[src/rtl/pcs_pkg.sv]
// Shared 40GbE PCS types and constants.
// Used by block lock, the tx encoder and the alignment stage.
package pcs_pkg;

  localparam logic [1:0] SH_DATA = 2'b01;
  localparam logic [1:0] SH_CTRL = 2'b10;

  localparam int LOCK_CNT_DEF      = 64;
  localparam int INVALID_LIMIT_DEF = 16;

  typedef enum logic [1:0] {
    S_HUNT,
    S_SLIP,
    S_LOCKED
  } sync_state_t;

  function automatic logic sh_ok(
    input logic [1:0] sh
  );
    return (sh == SH_DATA) || (sh == SH_CTRL);
  endfunction

endpackage

[src/rtl/block_sync_if.sv]
// Header feed from the rx gearbox and lock status back.
// master = gearbox side, slave = block_sync.
interface block_sync_if;

  logic       sync_valid;
  logic [1:0] sync_bits;
  logic       bitslip;
  logic       block_locked;
  logic       hi_ber;
  logic [7:0] slip_count;

  modport master (
    output sync_valid,
    output sync_bits,
    input  bitslip,
    input  block_locked,
    input  hi_ber,
    input  slip_count
  );

  modport slave (
    input  sync_valid,
    input  sync_bits,
    output bitslip,
    output block_locked,
    output hi_ber,
    output slip_count
  );

endinterface

[src/rtl/hi_ber_monitor.sv]
// Hi-BER window monitor, built only with BLOCK_SYNC_HI_BER_EN.
// Counts bad headers per window while the lane is locked.
module hi_ber_monitor #(
  parameter int WINDOW = 19531,
  parameter int LIMIT  = 16
) (
  input  logic clk,
  input  logic reset,
  input  logic locked,
  input  logic hdr_valid,
  input  logic hdr_bad,
  output logic hi_ber
);

  localparam int CW = $clog2(WINDOW + 1);
  localparam int BW = $clog2(LIMIT + 1);

  localparam logic [CW-1:0] WIN_LAST = CW'(WINDOW - 1);
  localparam logic [BW-1:0] BER_MAX  = BW'(LIMIT);

  logic [CW-1:0] win_q;
  logic [BW-1:0] ber_q;
  logic [BW-1:0] ber_nx;
  logic          hi_q;

  // ber_cnt saturates at the limit, so "below limit" == "not at max"
  assign ber_nx = (hdr_bad && ber_q != BER_MAX)
                ? ber_q + BW'(1) : ber_q;

  always_ff @(posedge clk or negedge reset) begin
    if (!reset) begin
      win_q <= '0;
      ber_q <= '0;
      hi_q  <= 1'b0;
    end else if (!locked) begin
      win_q <= '0;
      ber_q <= '0;
    end else if (hdr_valid) begin
      if (ber_nx == BER_MAX)
        hi_q <= 1'b1;
      if (win_q == WIN_LAST) begin
        win_q <= '0;
        ber_q <= '0;
        if (ber_nx != BER_MAX)
          hi_q <= 1'b0;
      end else begin
        win_q <= win_q + CW'(1);
        ber_q <= ber_nx;
      end
    end
  end

  assign hi_ber = hi_q;

endmodule

[src/rtl/block_sync.sv]
// Per-lane 64b/66b block lock with bitslip hunting.
// Define BLOCK_SYNC_HI_BER_EN to build the hi-BER monitor.
module block_sync
  import pcs_pkg::*;
#(
  parameter int LOCK_CNT      = LOCK_CNT_DEF,
  parameter int WINDOW_CNT    = 64,
  parameter int INVALID_LIMIT = INVALID_LIMIT_DEF,
  parameter int SLIP_WAIT     = 4,
  parameter int HI_BER_WINDOW = 19531,
  parameter int HI_BER_LIMIT  = 16
) (
  input logic         clk,
  input logic         reset,
  block_sync_if.slave sb
);

  localparam int WW = $clog2(SLIP_WAIT + 1);

  localparam logic [6:0]    LOCK_LAST = 7'(LOCK_CNT - 1);
  localparam logic [6:0]    WIN_LAST  = 7'(WINDOW_CNT - 1);
  localparam logic [4:0]    INV_LAST  = 5'(INVALID_LIMIT - 1);
  localparam logic [WW-1:0] WAIT_LAST = WW'(SLIP_WAIT - 1);

  sync_state_t   state_q, state_d;
  logic [6:0]    sh_q, sh_d;
  logic [4:0]    inv_q, inv_d;
  logic [WW-1:0] wait_q, wait_d;
  logic [7:0]    slips_q, slips_d;
  logic          slip_q, slip_d;
  logic          lock_q, lock_d;
  logic          take_slip;
  logic          good;
  logic          hi_ber_w;

  assign good = sh_ok(sb.sync_bits);

  always_ff @(posedge clk or negedge reset) begin
    if (!reset) begin
      state_q <= S_HUNT;
      sh_q    <= '0;
      inv_q   <= '0;
      wait_q  <= '0;
      slips_q <= '0;
      slip_q  <= 1'b0;
      lock_q  <= 1'b0;
    end else begin
      state_q <= state_d;
      sh_q    <= sh_d;
      inv_q   <= inv_d;
      wait_q  <= wait_d;
      slips_q <= slips_d;
      slip_q  <= slip_d;
      lock_q  <= lock_d;
    end
  end

  always_comb begin
    state_d   = state_q;
    sh_d      = sh_q;
    inv_d     = inv_q;
    wait_d    = wait_q;
    slips_d   = slips_q;
    slip_d    = 1'b0;
    lock_d    = lock_q;
    take_slip = 1'b0;

    unique case (state_q)
      S_HUNT: begin
        if (sb.sync_valid) begin
          if (!good) begin
            take_slip = 1'b1;
          end else if (sh_q == LOCK_LAST) begin
            lock_d  = 1'b1;
            state_d = S_LOCKED;
            sh_d    = '0;
            inv_d   = '0;
          end else begin
            sh_d = sh_q + 7'd1;
          end
        end
      end
      S_SLIP: begin
        if (wait_q == WAIT_LAST) begin
          wait_d  = '0;
          state_d = S_HUNT;
        end else begin
          wait_d = wait_q + WW'(1);
        end
      end
      S_LOCKED: begin
        // loss of lock outranks the end-of-window clear
        if (sb.sync_valid) begin
          if (!good && inv_q == INV_LAST) begin
            lock_d    = 1'b0;
            take_slip = 1'b1;
          end else if (sh_q == WIN_LAST) begin
            sh_d  = '0;
            inv_d = '0;
          end else begin
            sh_d  = sh_q + 7'd1;
            inv_d = inv_q + {4'd0, ~good};
          end
        end
      end
      default: state_d = S_HUNT;
    endcase

    if (take_slip) begin
      slip_d  = 1'b1;
      sh_d    = '0;
      inv_d   = '0;
      wait_d  = '0;
      state_d = S_SLIP;
      if (slips_q != 8'hff)
        slips_d = slips_q + 8'd1;
    end
  end

`ifdef BLOCK_SYNC_HI_BER_EN
  hi_ber_monitor #(
    .WINDOW (HI_BER_WINDOW),
    .LIMIT  (HI_BER_LIMIT)
  ) u_hi_ber (
    .clk       (clk),
    .reset     (reset),
    .locked    (lock_q),
    .hdr_valid (sb.sync_valid),
    .hdr_bad   (~good),
    .hi_ber    (hi_ber_w)
  );
`else
  logic unused_ber_cfg;
  assign unused_ber_cfg = (HI_BER_WINDOW > 0)
                        ^ (HI_BER_LIMIT > 0);
  assign hi_ber_w = 1'b0;
`endif

  assign sb.bitslip      = slip_q;
  assign sb.block_locked = lock_q;
  assign sb.hi_ber       = hi_ber_w;
  assign sb.slip_count   = slips_q;

endmodule

[src/flat_wrapper.sv]
// flat-port wrapper written by rule: the top's interface ports become plain ports
module block_sync_flat import pcs_pkg::*;
#(
  parameter int LOCK_CNT      = LOCK_CNT_DEF,
  parameter int WINDOW_CNT    = 64,
  parameter int INVALID_LIMIT = INVALID_LIMIT_DEF,
  parameter int SLIP_WAIT     = 4,
  parameter int HI_BER_WINDOW = 19531,
  parameter int HI_BER_LIMIT  = 16
)
  (clk, reset, sb_sync_valid, sb_sync_bits, sb_bitslip, sb_block_locked, sb_hi_ber, sb_slip_count);
  block_sync_if sb_i ();
  input logic clk;
  input logic reset;
  input wire logic [$bits(sb_i.sync_valid)-1:0] sb_sync_valid;
  input wire logic [$bits(sb_i.sync_bits)-1:0] sb_sync_bits;
  output wire logic [$bits(sb_i.bitslip)-1:0] sb_bitslip;
  output wire logic [$bits(sb_i.block_locked)-1:0] sb_block_locked;
  output wire logic [$bits(sb_i.hi_ber)-1:0] sb_hi_ber;
  output wire logic [$bits(sb_i.slip_count)-1:0] sb_slip_count;
  assign sb_i.sync_valid = sb_sync_valid;
  assign sb_i.sync_bits = sb_sync_bits;
  assign sb_bitslip = sb_i.bitslip;
  assign sb_block_locked = sb_i.block_locked;
  assign sb_hi_ber = sb_i.hi_ber;
  assign sb_slip_count = sb_i.slip_count;
  block_sync #(.LOCK_CNT(LOCK_CNT), .WINDOW_CNT(WINDOW_CNT), .INVALID_LIMIT(INVALID_LIMIT), .SLIP_WAIT(SLIP_WAIT), .HI_BER_WINDOW(HI_BER_WINDOW), .HI_BER_LIMIT(HI_BER_LIMIT)) u_core (.clk(clk), .reset(reset), .sb(sb_i));
endmodule
[config.mk]
export PLATFORM = sky130hd
export DESIGN_NAME = block_sync_flat
export DESIGN_NICKNAME = d
export VERILOG_FILES = /design/src/rtl/pcs_pkg.sv /design/src/rtl/block_sync_if.sv /design/src/rtl/hi_ber_monitor.sv /design/src/rtl/block_sync.sv /design/src/flat_wrapper.sv
export SDC_FILE = /design/constraint.sdc
export NUM_CORES = 1
export LEC_CHECK = 0
export CAP_MARGIN = 20
export CORE_MARGIN = 2
export CORE_UTILIZATION = 55
export DETAILED_ROUTE_END_ITERATION = 8
export GPL_TIMING_DRIVEN = 0
export HOLD_SLACK_MARGIN = 0.12
export PLACE_DENSITY = 0.89
export SLEW_MARGIN = 20
export SYNTH_ARGS = -nofsm -noshare
export SYNTH_HDL_FRONTEND = slang
export SYNTH_HIERARCHICAL = 1
export SYNTH_SLANG_ARGS = --single-unit
[constraint.sdc]
create_clock -name clk -period 2.4 [get_ports clk]
set_clock_uncertainty 0.15 [all_clocks]
set_input_delay 0.36 -clock clk [delete_from_list [all_inputs] [get_ports clk]]
set_output_delay 0.36 -clock clk [all_outputs]
set_load 0.1 [all_outputs]
# Word level (Yosys, flattened, before mapping)
# Cells that the tools add are included.
# word_totals
output_inout_bits	11
regBits	27
# op_classes
n_eq_ne	20
n_mux	36
reduce_logical	12
n_addsub	4
bitwise	1
# op_table
operator	n
two-way mux 7 bit	6
two-way mux 5 bit	7
case mux 7 bit (2 select lines)	1
AND reduction 6 bit	2
two-way mux 1 bit	10
two-way mux 2 bit	5
case mux 5 bit (2 select lines)	1
AND reduction 5 bit	2
two-way mux 3 bit	3
!= test 3 x 1 -> 1 bit (second input constant)	3
!= test 3 x 2 -> 1 bit (second input constant)	3
adder 8 x 1 -> 8 bit (second input constant)	1
!= test 2 x 1 -> 1 bit (second input constant)	4
!= test 8 bit (second input constant)	1
adder 7 x 1 -> 7 bit (second input constant)	1
== test 7 x 6 -> 1 bit (second input constant)	1
case mux 2 bit (3 select lines)	1
adder 5 x 1 -> 5 bit	1
== test 5 x 4 -> 1 bit (second input constant)	1
== test 2 x 1 -> 1 bit (second input constant)	2
== test 2 bit (second input constant)	2
!= test 2 bit (second input constant)	2
case mux 1 bit (2 select lines)	2
nonzero test 2 bit	2
other kinds (9)	9

# Longest topological paths before layout
# Gate-level depths: netlist of run 1.
# logic_depth
depth_word	9
depth_mapped	8
depth_no_buf	8

# Least setup slack after synthesis of run 1
# No wires, ideal clock.
# synth_path
path_type	register to register
startpoint	register u_core.slips_q[0], in the netlist u_core/sb.slip_count[0]
endpoint	register u_core.slips_q[1], in the netlist u_core/sb.slip_count[1]
path_stages_with_launch	6
arrival_time_ns	2.028
required_time_ns	2.124
slack_ns	0.096
setup_ns	0.126
path_buffers	0
cell_sequence	dfrtp_1 > ha_1 > and4_1 > a211oi_1 > nand2_1 > mux2_2
# synth_between
elab_chain_len	2
# synth_lines
item	line	source
start: declaration	block_sync.sv:29	logic [7:0] slips_q, slips_d;
start signal: assignment	block_sync.sv:52	slips_q <= slips_d;
parallel branches: the longest is 2 deep, another holds adder 8 x 1 -> 8 bit	-	
# Parallel ways; which one is timed is not known.
# A chain may end at the register's enable or synchronous reset.

# Final worst setup path of run 1
# layout_path
startpoint	register u_core.slip_q, in the netlist u_core/sb.bitslip
endpoint	output port sb_bitslip
# layout_rtl
item	line	source
start: declaration	block_sync.sv:30	logic slip_q, slip_d;
start signal: assignment	block_sync.sv:53	slip_q <= slip_d;
end: declaration	flat_wrapper.sv:17	output wire logic [$bits(sb_i.bitslip)-1:0] sb_bitslip;
# No word-level cell between the ends.

==> reports/qor.csv, run 1 <==
metric,value,unit
outcome,completed,
power_leakage,0.773,nW
ys_seq_area_share,47.1,%
timing.final.crit_share,97.4,%
areaGrowthSynthToFinish,15.5,%
worstPathCellList,clkdlybuf4s50_1,
hold_path.startpoint,u_core/wait_q[0],
overflow,0,
critical_path_buf_inv_count,1,
ant_nets,0,
layout.cells.non_filler,187,
relSlewSlack,35.3,%
end_kind,output port,
start_util,57.9,%
track_usage,22.2,%
yosysWarnings,6,
place_congestion,0.795,
final_nets,168,
drtPass1Iterations,4,
via_per_inst,6.14,
synth_ff_type,dfrtp_1,
finalCriticalPeriod,2340,ps
worst_slew_pin_slew,967,ps
io_buffers,14,
yosysUniqueCellTypes,43,
synth-edff-count,0,
die_w,55.1,um
yosys.area.top_type,dfrtp_1,
slowest_delay,1130,ps
slew_violations,0,
cts_root_buffer,clkbuf_4,
fin_hold_ws,367,ps
first_iter_violations,26,
syn-num-nets,148,
peakVddDrop,973,uV
drcViolationCount,0,
synthTopCellsByArea,"dfrtp_1 (47%), ha_1 (4.4%), a21oi_1 (3.1%), nand2_1 (3.1%), nand4_1 (3.1%)",
path_clk_slew,150,ps
cp_slowest_cell,clkdlybuf4s50_1,
dp.cells,182,
clk_path_buf_depth,2,
path_max_fanout,1,
power_density,951,mW/mm2
post-synth-top-count-cell,dfrtp_1,
cap_violations,0,
io_pins,16,
r2r_start,u_core/sb.slip_count[0],
hold_depth,1,
rsz0062_at_grt,false,
cts_buffers,3,
routed_wl,2.95,mm
ff2ff_setup_slack,370,ps
placementRows,18,
start_kind,flip-flop,
crit-reg2reg-capture,u_core/sb.slip_count[1],
synth_cells,138,
hold_violations,0,
syn_area,0.00144,mm2
whs_endpoint,u_core/wait_q[0],
dieArea,0.00303,mm2
required,1890,ps
cts_tree,done,
post_drt_wl_per_cell,15.8,um
yosysTopAreaCellShare,47.1,%
num-fill-cells,214,
avgSynthCellArea,10.4,um2
power,0.00158,W
hold_class,flip-flop to flip-flop,
grt_pass1_vias,1104,
worstSetupPathType,flip-flop to output port,
synth-seq-cells,27,
core,0.00248,mm2
htreeDepth,1,
drive_above_1_share,14.6,%
place_hpwl,2.17,mm
synth_top_cells_by_count,"dfrtp_1 (27), nand2_1 (12), a21oi_1 (9)",
die_h,55.1,um
arrival,1830,ps
clk-insertion-delay-late,330,ps
antenna_cells,0,
fmax,428,MHz
antenna_found_initial,0,
r2r_cells,5,
setup_viol,0,
dr_total_vias,1149,
async_reset_ff_share,100,%
grt_max_degree,28,
grt_pass1_wl,4.85,mm
clock_sinks,27,
critPathTopFamily,buffers and inverters,
kinds of logic (layout without fill, tap and decap cells):
group	count (synthesis)	count (layout)	share of synthesized area, %
simple gates	46	46	18.2
xor+xnor	10	10	6.63
flops	27	27	47.1
compound gates	36	36	18.0
fa+ha+maj	5	5	4.36
buf+inv	10	29	3.22
mux	3	3	2.27
other cells	1	1	0.261
stage by stage:
stage	setup TNS (ps)	setup WS, ps	area (um2)	utilization (%)
5_1_grt	0	0.683	1660	66.9
3_5_place_dp	-314	-277	1610	64.9
2_1_floorplan	0	95.9	1440	-
3_3_place_gp	-223	-223	1610	65.1
6_report	0	63.6	1660	66.9
4_1_cts	0	10.3	1640	66.1
state kept, by name, indices dropped and copies added, names as in the netlist:
name	cells
u_core/sb.block_locked	1
u_core/inv_q	5
u_core/state_q	2
u_core/sh_q	7
u_core/sb.slip_count	8
u_core/sb.bitslip	1
u_core/wait_q	3
placed cells by master (no fill, tap or decap), types with 4 or more instances in the layout:
cell | synthesis | routed
xnor2_1 | 5 | 5
inv_1 | 5 | 5
dfrtp_1 | 27 | 27
xor2_1 | 4 | 4
o21ai_0 | 6 | 6
nand4_1 | 7 | 7
dlygate4sd2_1 | 0 | 8
a31oi_1 | 5 | 5
nand2_1 | 12 | 12
ha_1 | 5 | 5
nand2b_1 | 4 | 4
and3_1 | 4 | 4
clkdlybuf4s50_1 | 0 | 4
a21oi_1 | 9 | 9
layout make-up:
cell class                      count  area, um2  share of cell area (%)
Multi-Input combinational cell    101        731                    44.1
Sequential cell                    27        676                    40.8
Timing Repair Buffer               15        138                    8.30
Tap cell                           30       37.5                    2.26
Buffer                              4       23.8                    1.43
Clock buffer                        3       22.5                    1.36
Inverter                            6       22.5                    1.36
Clock inverter                      1       7.51                   0.453
worst max path at each step:
stage	from	to	slack [ps]	cells after the start
6_report	u_core/sb.bitslip	sb_bitslip	60	1
5_1_grt	u_core/sb.bitslip	sb_bitslip	0.7	1
4_1_cts	u_core/sb.block_locked	sb_block_locked	10	1
3_5_place_dp	sb_sync_bits[0]	u_core/inv_q[4]	-280	9
3_3_place_gp	sb_sync_bits[0]	u_core/inv_q[4]	-220	9
2_1_floorplan	u_core/sb.slip_count[0]	u_core/sb.slip_count[1]	100	5
what timing repair did:
item	CTS	global route
endpoints found under the setup margin	8	2
setup buffers	0	0
hold buffers	1	0
hold endpoints to repair	27	0
resized for setup	8	4
where the power goes:
group	internal, W	total [W]	switching, W	leakage [nW]
registers	0.000546	0.000649	0.000103	0.359
logic	0.000198	0.000727	0.000530	0.399
clock network	0.0000637	0.000199	0.000136	0.0139
total	0.000808	0.00158	0.000768	0.773
per-layer routing:
metal | up-vias | track usage [%] | share of wire [%]
met5 | - | 0 | 0
met4 | 0 | 9.35 | 0.78
met3 | 4 | 2.42 | 4.0
met2 | 31 | 36.7 | 52
met1 | 568 | 29.7 | 43
li1 | 546 | - | -
Note: power is estimated with default switching activity, not from simulation.
==> run 2: changes to the inputs <==
- CTS_CLUSTER_DIAMETER: unset -> 100
==> results of run 2 <==
The final DEF is identical to that of run 1; final timing and power are the same.
==> run 3: changes to the inputs <==
- GPL_TIMING_DRIVEN: 0 -> unset
==> run 3 against run 2 <==
Effect of this change:
- first-iteration DRC count grew 65%
- cell area shrank 1.4%
- via count shrank 1.9%
- clock power shrank 3%
- combinational power grew 2%
- highest routed layer unchanged
- sequential power is essentially flat
- critical path depth grew 8
- sequential cell count is the same
- global-route usage shrank 0.40 points
- die area is the same
==> reports/qor.csv, run 3 (same netlist as run 1, synthesis figures left out) <==
metric,value,unit,change
drive_above_1_share,20.9,%,+6.2 points
dr_total_vias,1127,,-1.9%
finalCriticalPeriod,2040,ps,-295 ps
hold_violations,0,,unchanged
path_max_fanout,2,,+1
required,2520,ps,+630 ps
die_h,55.1,um,unchanged
drcViolationCount,0,,unchanged
place_congestion,0.855,,+7.5%
grt_max_degree,28,,unchanged
routed_wl,2.87,mm,-2.6%
ant_nets,0,,unchanged
antenna_found_initial,0,,unchanged
hold_buffers,0,,-1
largest_reg_flops,8,,unchanged
clock_sinks,27,,unchanged
multi_input_area,713,um2,-2.4%
arrival,2160,ps,+330 ps
worstSetupPathType,input pin to flip-flop,,
core,0.00248,mm2,unchanged
clk_path_buf_depth,2,,unchanged
dp.cells,184,,+1.1%
power_density,972,mW/mm2,+2.2%
grt_pass1_vias,1065,,-3.5%
place_hpwl,2.08,mm,-4.0%
post_drt_wl_per_cell,15.3,um,-3.1%
worst_slew_pin_slew,467,ps,-501 ps
ff_latch_area,676,um2,unchanged
fmax,490,MHz,+14%
setup_tns,0,ps,unchanged
post_cts_resized,0,,-8
antenna_cells,0,,unchanged
dieArea,0.00303,mm2,unchanged
final.setup.worst_slack,359,ps,+295 ps
cts_tree,done,,
setup_viol,0,,unchanged
placementRows,18,,unchanged
via_per_inst,5.99,,-2.4%
die_w,55.1,um,unchanged
power_leakage,0.752,nW,-2.7%
peakVddDrop,920,uV,-5.5%
start_util,57.9,%,unchanged
rsz0062_at_grt,false,,
areaGrowthSynthToFinish,13.9,%,
timing.final.crit_share,85.1,%,-12 points
slew_violations,0,,unchanged
fin_area,0.00164,mm2,-1.4%
outcome,completed,,
final_common_cell,dfrtp_1,,
num-fill-cells,195,,-8.9%
grt_pass1_wl,4.66,mm,-4.0%
track_usage,21.8,%,-0.40 points
hold_class,input pin to async pin,,
path_clk_slew,140,ps,about the same
start_kind,input pin,,
end_kind,flip-flop,,
dpl_cell_area,0.00161,mm2,about the same
io_pins,16,,unchanged
layout_common_cells,"dfrtp_1 (27), buf_4 (16), nand2_1 (12)",,
io_buffers,14,,unchanged
layout.cells.non_filler,188,,+0.53%
cts_buffers,3,,unchanged
pre_cts_ws,1.20,ps,+279 ps
drtPass1Iterations,4,,unchanged
cts_root_buffer,clkbuf_4,,
cts_setup_buffers,0,,unchanged
cap_violations,0,,unchanged
final_nets,169,,+0.60%
overflow,0,,unchanged
first_iter_violations,43,,+65%
htreeDepth,1,,unchanged
relSlewSlack,68.1,%,+33 points
ff2ff_setup_slack,470,ps,+100 ps
clk-insertion-delay-late,320,ps,about the same
run 3: final timing paths:
| path | from | endpoint | cells after the start |
|---|---|---|---|
| worst max-delay path | sb_sync_bits[1] | u_core/inv_q[4] | 9 |
| worst min-delay path | reset | u_core/sb.bitslip | 2 |
| worst max register to register | u_core/sb.slip_count[0] | u_core/sb.slip_count[1] | 5 |
| worst min register to register | u_core/sb.slip_count[7] | u_core/sb.slip_count[7] | 1 |
| max in group asynchronous | reset | u_core/inv_q[2] | 2 |
| min in group clk | u_core/sb.slip_count[7] | u_core/sb.slip_count[7] | 1 |
run 3: stage by stage:
stage	util (%)	hold slack [ps]	power, W
2_1_floorplan	-	-85.6	0.00122
6_report	66.0	235	0.00159
4_1_cts	66.0	238	0.00159
3_3_place_gp	64.9	339	0.00137
3_5_place_dp	64.9	355	0.00140
5_1_grt	66.0	276	0.00168
run 3: cell type report:
class	instances	area share [%]
Inverter	6	1.38
Multi-Input combinational cell	101	43.6
Timing Repair Buffer	20	9.79
Clock buffer	4	1.61
Sequential cell	27	41.3
Tap cell	30	2.30
run 3: metal layers:
| metal | vias to the layer above | track usage [%] | routed length, um |
|---|---|---|---|
| met2 | 26 | 34.9 | 1390 |
| met4 | 0 | 8.54 | 24 |
| li1 | 547 | - | - |
| met1 | 550 | 30.4 | 1380 |
| met5 | - | 0 | 0 |
| met3 | 4 | 2.42 | 83 |
run 3: report_power, final:
group | leakage, nW | total (W) | switching, W | internal [W]
clock | 0.0150 | 0.000193 | 0.000128 | 0.0000650
sequential | 0.359 | 0.000652 | 0.000106 | 0.000547
combinational | 0.377 | 0.000744 | 0.000529 | 0.000215
total | 0.752 | 0.00159 | 0.000763 | 0.000827
run 3: worst max-delay path, stage by stage:
cell,delay [ps]
clkdlybuf4s50_1,500
xor2_2,170
inv_2,60
ha_1,200
ha_1,200
nand3_1,110
nand2_1,60
a2111oi_0,340
a211o_2,160
